<file path="src/rtl/mc_control_fsm.sv">
// Moore control FSM for the multi-cycle MIPS datapath: sequences fetch/decode/execute/
// memory/write-back and drives every datapath select and write enable from the state register.
module mc_control_fsm #(
    parameter logic [5:0] OP_RTYPE = 6'h00,
    parameter logic [5:0] OP_LW    = 6'h23,
    parameter logic [5:0] OP_SW    = 6'h2B,
    parameter logic [5:0] OP_BEQ   = 6'h04,
    parameter logic [5:0] OP_J     = 6'h02,
    parameter logic [5:0] OP_ADDI  = 6'h08
) (
    input  logic       clk,
    input  logic       reset,
    input  logic [5:0] opcode,
    input  logic       Zero,
    output logic       PCWrite,
    output logic       PCWriteCond,
    output logic       PCEn,
    output logic       IorD,
    output logic       MemRead,
    output logic       MemWrite,
    output logic       IRWrite,
    output logic       RegDst,
    output logic       MemtoReg,
    output logic       RegWrite,
    output logic       ALUSrcA,
    output logic [1:0] ALUSrcB,
    output logic [1:0] ALUOp,
    output logic [1:0] PCSource,
    output logic [3:0] state
);

    typedef enum logic [3:0] {
        FETCH  = 4'd0,
        DECODE = 4'd1,
        MEMADR = 4'd2,
        MEMRD  = 4'd3,
        MEMWB  = 4'd4,
        MEMWR  = 4'd5,
        EXEC   = 4'd6,
        ALUWB  = 4'd7,
        BRANCH = 4'd8,
        JUMP   = 4'd9,
        ADDIEX = 4'd10,
        ADDIWB = 4'd11
    } state_t;

    state_t cur_state;
    state_t next_state;

    always_ff @(posedge clk) begin
        if (reset) cur_state <= FETCH;
        else       cur_state <= next_state;
    end

    always_comb begin
        next_state = FETCH;
        case (cur_state)
            FETCH:  next_state = DECODE;
            DECODE: begin
                if (opcode == OP_LW || opcode == OP_SW) next_state = MEMADR;
                else if (opcode == OP_RTYPE)            next_state = EXEC;
                else if (opcode == OP_BEQ)              next_state = BRANCH;
                else if (opcode == OP_J)                next_state = JUMP;
                else if (opcode == OP_ADDI)             next_state = ADDIEX;
                else                                    next_state = FETCH;
            end
            MEMADR: begin
                if (opcode == OP_LW)      next_state = MEMRD;
                else if (opcode == OP_SW) next_state = MEMWR;
                else                      next_state = FETCH;
            end
            MEMRD:  next_state = MEMWB;
            EXEC:   next_state = ALUWB;
            ADDIEX: next_state = ADDIWB;
            default: next_state = FETCH;
        endcase
    end

    always_comb begin
        PCWrite     = 1'b0;
        PCWriteCond = 1'b0;
        IorD        = 1'b0;
        MemRead     = 1'b0;
        MemWrite    = 1'b0;
        IRWrite     = 1'b0;
        RegDst      = 1'b0;
        MemtoReg    = 1'b0;
        RegWrite    = 1'b0;
        ALUSrcA     = 1'b0;
        ALUSrcB     = 2'b00;
        ALUOp       = 2'b00;
        PCSource    = 2'b00;
        if (reset) begin
            // Hold FETCH selects with every write enable suppressed.
            ALUSrcB = 2'b01;
        end else begin
            case (cur_state)
                FETCH: begin
                    MemRead = 1'b1;
                    IRWrite = 1'b1;
                    ALUSrcB = 2'b01;
                    PCWrite = 1'b1;
                end
                DECODE: ALUSrcB = 2'b11;
                MEMADR, ADDIEX: begin
                    ALUSrcA = 1'b1;
                    ALUSrcB = 2'b10;
                end
                MEMRD: begin
                    MemRead = 1'b1;
                    IorD    = 1'b1;
                end
                MEMWR: begin
                    MemWrite = 1'b1;
                    IorD     = 1'b1;
                end
                MEMWB: begin
                    RegWrite = 1'b1;
                    MemtoReg = 1'b1;
                end
                EXEC: begin
                    ALUSrcA = 1'b1;
                    ALUOp   = 2'b10;
                end
                ALUWB: begin
                    RegWrite = 1'b1;
                    RegDst   = 1'b1;
                end
                ADDIWB: RegWrite = 1'b1;
                BRANCH: begin
                    ALUSrcA     = 1'b1;
                    ALUOp       = 2'b01;
                    PCWriteCond = 1'b1;
                    PCSource    = 2'b01;
                end
                JUMP: begin
                    PCWrite  = 1'b1;
                    PCSource = 2'b10;
                end
                default: ;
            endcase
        end
    end

    assign PCEn  = PCWrite | (PCWriteCond & Zero);
    assign state = cur_state;

endmodule

</file>
<file path="config.mk">
export PLATFORM = sky130hd
export DESIGN_NAME = mc_control_fsm
export DESIGN_NICKNAME = d
export VERILOG_FILES = /design/src/rtl/mc_control_fsm.sv
export SDC_FILE = /design/constraint.sdc
export NUM_CORES = 1
export LEC_CHECK = 0
export BUFFER_PORTS_ARGS = -buffer_cell sky130_fd_sc_hd__buf_2
export CELL_PAD_IN_SITES_DETAIL_PLACEMENT = 1
export CELL_PAD_IN_SITES_GLOBAL_PLACEMENT = 1
export CORE_MARGIN = 4
export CORE_UTILIZATION = 24
export DETAILED_ROUTE_END_ITERATION = 16
export GPL_ROUTABILITY_DRIVEN = 0
export PLACE_DENSITY_LB_ADDON = 0.08
export RECOVER_POWER = 50
export SLEW_MARGIN = 5
export SYNTH_ARGS = -nofsm -noshare
export SYNTH_HDL_FRONTEND = slang
export SYNTH_SLANG_ARGS = --single-unit
</file>
<file path="constraint.sdc">
create_clock -name clk -period 1.45 [get_ports clk]
set_clock_uncertainty 0.15 [all_clocks]
set_input_delay 0.0725 -clock clk [delete_from_list [all_inputs] [get_ports clk]]
set_output_delay 0.0725 -clock clk [all_outputs]
set_load 0.1 [all_outputs]
</file>
==> results.md, run 1 <==
- Outcome: stopped before the end
- Stop stage: global routing
- Tool error: [ERROR DPL-0033] detailed placement checks failed during check placement.
- CTS H-tree lvls: 1
- Yosys cell types: 34
- Synth Net Count: between 80 and 90
- Number of CTS-inserted buffers: 3
- Standard-cell rows: 16
- Post-synth ARST share: 0%
- Clock root buffer master: clkbuf_4
- Yosys warns: 0
- Sequential element share of the synthesized area: 16.4%
- Seq cells post-synth: 4
- Mapped Cells: between 70 and 80
- Syn Std Cell Area: 489 um^2
- DP Worst Slack: -0.143 ns
- Worst EP Category: primary output
- Die span in y: 53.2 um
- # IOs: 30
- Main flop type after synthesis: dfxtp_1
- DP HPWL: 1.96 mm
- Initial antenna violation count: 0
- DIE WIDTH: 53.2 um
- Post-GRT worst EP: PCEn
- CTS Sinks: 4
- Port Buf Inserts: 29
- Largest net degree at the start of global routing: 10
- Synthesized area per cell: 6.79 um^2
- Post-synth EDFFs: 0
- Initial Utilization: 25.2%
- CTS max path bufs: 2
==> Yosys cell counts, types with 2 or more instances <==
master,number,area [um^2]
a21boi_0,2,15.0
or2_2,2,12.5
nand3_1,2,10.0
clkbuf_1,3,11.3
o21a_1,2,15.0
buf_4,2,15.0
a21oi_1,3,15.0
or3_1,2,12.5
nand2_1,5,18.8
inv_1,2,7.51
dfxtp_1,4,80.1
o21ai_0,3,15.0
nor3_1,5,25.0
nand2b_1,3,18.8
nor2_1,11,41.3
buf_2,2,10.0
xor2_1,2,17.5
==> logic make-up after synthesis <==
family	Yosys count	share of synthesized area, %
xor+xnor	2	3.58
compound gates	18	27.4
fa+ha+maj	1	2.30
simple gates	37	39.1
flops	4	16.4
buf+inv	10	11.3
==> through the flow <==
| step | cells | setup TNS [ns] | instance area (um^2) | hold WS, ns | util (%) |
|---|---|---|---|---|---|
| detailed placement | 143 | -1.10 | 1260 | 0.238 | 64.7 |
| floorplan | 72 | -9.90 | 704 | 0.0628 | - |
| global placement | 143 | -0.766 | 1260 | 0.237 | 64.7 |
| CTS | 153 | -3.32 | 1430 | 0.0635 | 73.8 |
==> what timing repair did <==
item / in CTS
pin swaps: 15
endpoints found under the setup margin: 21
endpoints found under the hold margin: 1
setup buffers: 6
hold buffers: 1
gates resized for setup: 25
==> run 2, diff against run 1 <==
--- a/config.mk
+++ b/config.mk
@@ -6,13 +6,11 @@
 export NUM_CORES = 1
 export LEC_CHECK = 0
 export BUFFER_PORTS_ARGS = -buffer_cell sky130_fd_sc_hd__buf_2
-export CELL_PAD_IN_SITES_DETAIL_PLACEMENT = 1
-export CELL_PAD_IN_SITES_GLOBAL_PLACEMENT = 1
-export CORE_MARGIN = 4
-export CORE_UTILIZATION = 24
+export CORE_AREA = 4 4 65 67
 export DETAILED_ROUTE_END_ITERATION = 16
+export DIE_AREA = 0 0 69 71
 export GPL_ROUTABILITY_DRIVEN = 0
-export PLACE_DENSITY_LB_ADDON = 0.08
+export PLACE_DENSITY_LB_ADDON = 0.15
 export RECOVER_POWER = 50
 export SLEW_MARGIN = 5
 export SYNTH_ARGS = -nofsm -noshare
==> constraint.sdc (replaced) <==
create_clock -name clk -period 1.9 [get_ports clk]
set_clock_uncertainty 0.15 [all_clocks]
set_input_delay 0.095 -clock clk [delete_from_list [all_inputs] [get_ports clk]]
set_output_delay 0.095 -clock clk [all_outputs]
set_load 0.1 [all_outputs]
==> results.md, run 2 <==
- Initial Utilization: 13.5%
- Syn Std Cell Area: 489 um^2
- Routed wire per std cell: ~13 um
- Yosys warns: 0
- Post-synth ARST share: 0%
- Largest area contributor in the netlist: dfxtp_1
- Share of the synthesized area in the top cell type: 16.4%
- Total grt overflow: 0
- Leak pwr: 0.375 nW
- CTS Sinks: 4
- Number of CTS-inserted buffers: 3
- Max-slew violations: 0
- Mapped Cells: 72
- ANT nets after route: 0
- Tot Pwr: between 0.4 and 0.5 mW
- CTS max path bufs: 2
- Hold slack: roughly 0.048 ns
- DIE WIDTH: 69 um
- Post-Route WL: 1.87 mm
- Yosys cell types: 34
- Setup_tns: 0 ns
- Initial drt markers: 19
- Setup violations, final: 0
- Max Cap Viol: 0
- Ranking of synthesized cells by area: dfxtp_1 16%, nor2_1 8.4%, nor3_1 5.1%
- CP Class: register to output port
- Vias per cell: 4.26
- Post-route DRC: 0
- Share of cells above drive strength 1: a little over three fifths
- DP HPWL: around 1.5 mm
- Commonest cells after routing, fill and taps aside: 15 x buf_2, 6 x buf_12, 5 x nor2_1, 5 x nand2_1
- Most common cell after layout, fill and taps aside: buf_2
- Sequential element share of the synthesized area: about 16%
- Cell area power density: 508 nW/um^2
- GRT Util Overall: under 10%
- Final hold violation count: 0
- Synthesized area per cell: between 6 and 7 um^2
- Fmax: about 0.56 GHz
- # nets final: 110
- DP Worst Slack: approximately 0.15 ns
- Drt pass-1 iters: 4
- # IOs: 30
- CTS H-tree lvls: 1
- Worst slew margin: 63.2%
- Standard-cell rows: 22
- Vias in the first global route: 652
- Post-CTS Setup Repair Bufs: 0
- Synth Net Count: 81
- Crit share post-route: 94.6%
- First-pass GRT wire length: between 3 and 4 mm
- Seq cells post-synth: 4
- Clock root buffer master: clkbuf_8
- Die span in y: 71 um
- CP Max Fanout: 12
- Final min period: 1.80 ns
- Post-layout util: between 20% and 30%
- Initial antenna violation count: 0
- Syn-to-layout area delta: 97.2%
- DIE AREA: 4900 um^2
- CTS tree: built
- Worst setup EP type: output port
- Port Buf Inserts: 29
- Core ar.: 3630 um^2
- RSZ-0062 raised after global routing: no
- Worst-path clk slew: 0.03 ns
- Largest net degree at the start of global routing: 13
- Total vias in the final route: between 600 and 700
- Reg-to-reg slack, setup: 0.22 ns
- Worst EP required: 1.65 ns
- Worst-Skew Late Latency: 0.22 ns
- Setup crit start kind: register
- Max reg flops: 4
- Synth top cells by count: 11 x nor2_1, 5 x nand2_1, 5 x nor3_1
- Worst R2R Path Depth: 4
- Outcome: complete, no violations
- Main flop type after synthesis: dfxtp_1
- Diode count: 0
- Post-synth EDFFs: 0
- Final worst slack: 0.102 ns
- Worst IR Drop VDD: 0.193 mV
- # hold bufs at CTS: 0
- Hold Path Stages: 3
- Hold/Removal Path Class: input pin to register
- Crit path DAT: 1.55 ns
- Cell with the most instances after synthesis: nor2_1
- Worst slew pin tran: about 0.55 ns
-- run 2: kinds of logic after synthesis --
logic type	share of synthesized area [%]
AOI/OAI and AO/OA	27.4
buffers and inverters	11.3
adders and majority gates	2.30
xor gates and xnor gates	3.58
DFF	16.4
and+or+nand+nor	39.1
-- run 2: what timing repair did --
item,in CTS,in global routing
pin swaps,0,1
endpoints found under the setup margin,1,1
hold endpoints to repair,0,0
resized for setup,2,0
gates cloned,0,0
-- run 2: final cells by class --
| type | instances | area, um^2 |
|---|---|---|
| Fill cell | 411 | 2670 |
| Multi-Input combinational cell | 58 | 493 |
| Timing Repair Buffer | 32 | 268 |
| Sequential cell | 4 | 95.1 |
| Tap cell | 48 | 60.1 |
| Clock buffer | 3 | 41.3 |
| Inverter | 2 | 7.51 |
-- run 2: final timing paths --
check                                from       end
worst max register to register   state[0]  state[1]
worst max-delay path             state[3]      PCEn
worst min register to register   state[3]  state[2]
worst min-delay path            opcode[1]  state[0]
-- run 2: worst max-delay path, stage by stage, from the launching register on --
cell,delay [ns]
dfxtp_4,0.43
or2_4,0.23
nor2_4,0.05
or2_4,0.26
a21o_4,0.19
buf_12,0.16
-- run 2: report_power, final --
| part | internal (mW) | total [mW] | leakage [nW] | switching [mW] |
|---|---|---|---|---|
| Combinational | 0.0709 | 0.222 | 0.318 | 0.152 |
| Clock | 0.135 | 0.177 | 0.0216 | 0.0425 |
| Sequential | 0.0839 | 0.0905 | 0.0355 | 0.00663 |
| Total | 0.290 | 0.490 | 0.375 | 0.201 |
-- run 2: metal layers --
layer	vias up	track usage, %	routed length, um
met2	24	13.6	891
met3	4	2.70	101
met4	0	5.21	46
met1	290	8.79	829
li1	308	-	-
met5	-	0	0
-- run 2: stage by stage --
stage | instances | cell area, um^2
finish | 147 | 965
global route | 147 | 965
CTS | 147 | 1040
detailed placement | 144 | 987
global placement | 144 | 987
floorplan | 72 | 666
Power figures use the tool's default switching activity.
==> run 3, diff against run 2 <==
--- a/config.mk
+++ b/config.mk
@@ -10,6 +10,7 @@
 export DETAILED_ROUTE_END_ITERATION = 16
 export DIE_AREA = 0 0 69 71
 export GPL_ROUTABILITY_DRIVEN = 0
+export MAX_ROUTING_LAYER = met4
 export PLACE_DENSITY_LB_ADDON = 0.15
 export RECOVER_POWER = 50
 export SLEW_MARGIN = 5
==> results.md, run 3 (synthesis gave the netlist of run 2 again) <==
- Outcome: complete, no violations
- Share of cells above drive strength 1: around 63%
- CP Max Fanout: 12
- Placed instance count: 144
- Diode count: 0
- RSZ-0062 raised after global routing: no
- Worst slew pin tran: between 0.5 and 0.6 ns
- Worst slew margin: 63.2%
- CTS H-tree lvls: 1
- Max Cap Viol: 0
- Worst EP required: 1.65 ns
- Drt pass-1 iters: 4
- Commonest cells after routing, fill and taps aside: 15 x buf_2, 6 x buf_12, 5 x nor2_1, 5 x nand2_1
- Fmax: 0.556 GHz
- Routed wire per std cell: 12.7 um
- Max reg flops: 4
- Worst-Skew Late Latency: approximately 0.22 ns
- Initial Utilization: 13.5%
- Die span in y: 71 um
- Most common cell after layout, fill and taps aside: buf_2
- First-pass GRT wire length: ~3.2 mm
- Initial antenna violation count: 0
- Finished layout cell area: between 900 and 1000 um^2
- Hold slack: 0.0481 ns
- CTS max path bufs: 2
- CP Class: register to output port
- Core ar.: 3630 um^2
- Largest net degree at the start of global routing: 13
- Final hold violation count: 0
- Post-Route WL: 1.87 mm
- Met3 Resource Use GR: 2.56%
- Fill count: 411
- Cell area power density: 508 nW/um^2
- Setup crit start kind: register
- # nets final: 110
- Setup violations, final: 0
- Met1 GRT Util: 8.88%
- # hold bufs at CTS: 0
- Area after DPL: 987 um^2
- Post-layout util: a little over a quarter
- Port Buf Inserts: 29
- CTS Sinks: 4
- Hold/Removal Path Class: input pin to register
- Leak pwr: 0.375 nW
- Crit share post-route: ~95%
- Vias in the first global route: 652
- # IOs: 30
- Worst-path clk slew: approximately 0.03 ns
- GRT Util Overall: 8.36%
- Setup_tns: 0 ns
- Crit path DAT: 1.55 ns
- CTS tree: built
- Initial drt markers: 19
- Cell Count, Final, Fillers Out: 147
- Number of CTS-inserted buffers: 3
- Worst setup EP type: output port
- Vias per cell: roughly 4.3
- Worst IR Drop VDD: 0.193 mV
- Post-route DRC: 0
- DP HPWL: 1.51 mm
- Clock root buffer master: clkbuf_8
- ANT nets after route: 0
- Post-CTS Setup Repair Bufs: 0
- Total vias in the final route: 626
- DIE WIDTH: 69 um
- Syn-to-layout area delta: 97.2%
- Final worst slack: 0.102 ns
- Tot Pwr: 0.490 mW
- Total grt overflow: 0
- Gr busiest metal: met2
- GRT met2 Usage: 13.6%
- Standard-cell rows: 22
- Max-slew violations: 0
- Final min period: 1.80 ns
- DIE AREA: a little under 5000 um^2
- DP Worst Slack: 0.155 ns
## run 3: cell counts in the layout (fill, tap and decap cells not counted)
No cell type changed its count.
## run 3: power breakdown
group / switching, mW / total, mW / internal (mW) / leakage [nW]
Sequential: 0.00663 / 0.0905 / 0.0839 / 0.0355
Combinational: 0.152 / 0.222 / 0.0709 / 0.318
Clock: 0.0425 / 0.177 / 0.135 / 0.0216
Total: 0.201 / 0.490 / 0.290 / 0.375
## run 3: path summary, 6_finish.rpt
path                            slack [ns]  cells past startpoint       end      start
worst max-delay path                  0.10                      5      PCEn   state[3]
worst min-delay path                  0.05                      3  state[0]  opcode[1]
worst max register to register        0.22                      4  state[1]   state[0]
worst min register to register        0.40                      1  state[2]   state[3]
## run 3: per-layer routing
layer	vias to the layer above	routed length [um]
met4	0	46
met2	24	891
met5	-	0
met3	4	97
li1	308	-
met1	290	833
## run 3: timing repair
| action | 4_1_cts | 5_1_grt |
|---|---|---|
| gates cloned | 0 | 0 |
| endpoints found under the setup margin | 1 | 1 |
| pin swaps | 0 | 1 |
| gates resized for setup | 2 | 0 |
## run 3: critical path, stage by stage (launching register included)
cell and delay [ns]:
dfxtp_4 0.43, or2_4 0.23, nor2_4 0.05, or2_4 0.26, a21o_4 0.19, buf_12 0.16
## run 3: area by class of cell
class	instances	area (um^2)	share of cell area (%)
inverters	2	7.51	0.778
well taps	48	60.1	6.23
flip-flops and latches	4	95.1	9.86
repair buffers	32	268	27.8
multi-input cells	58	493	51.1
clock buffers	3	41.3	4.28
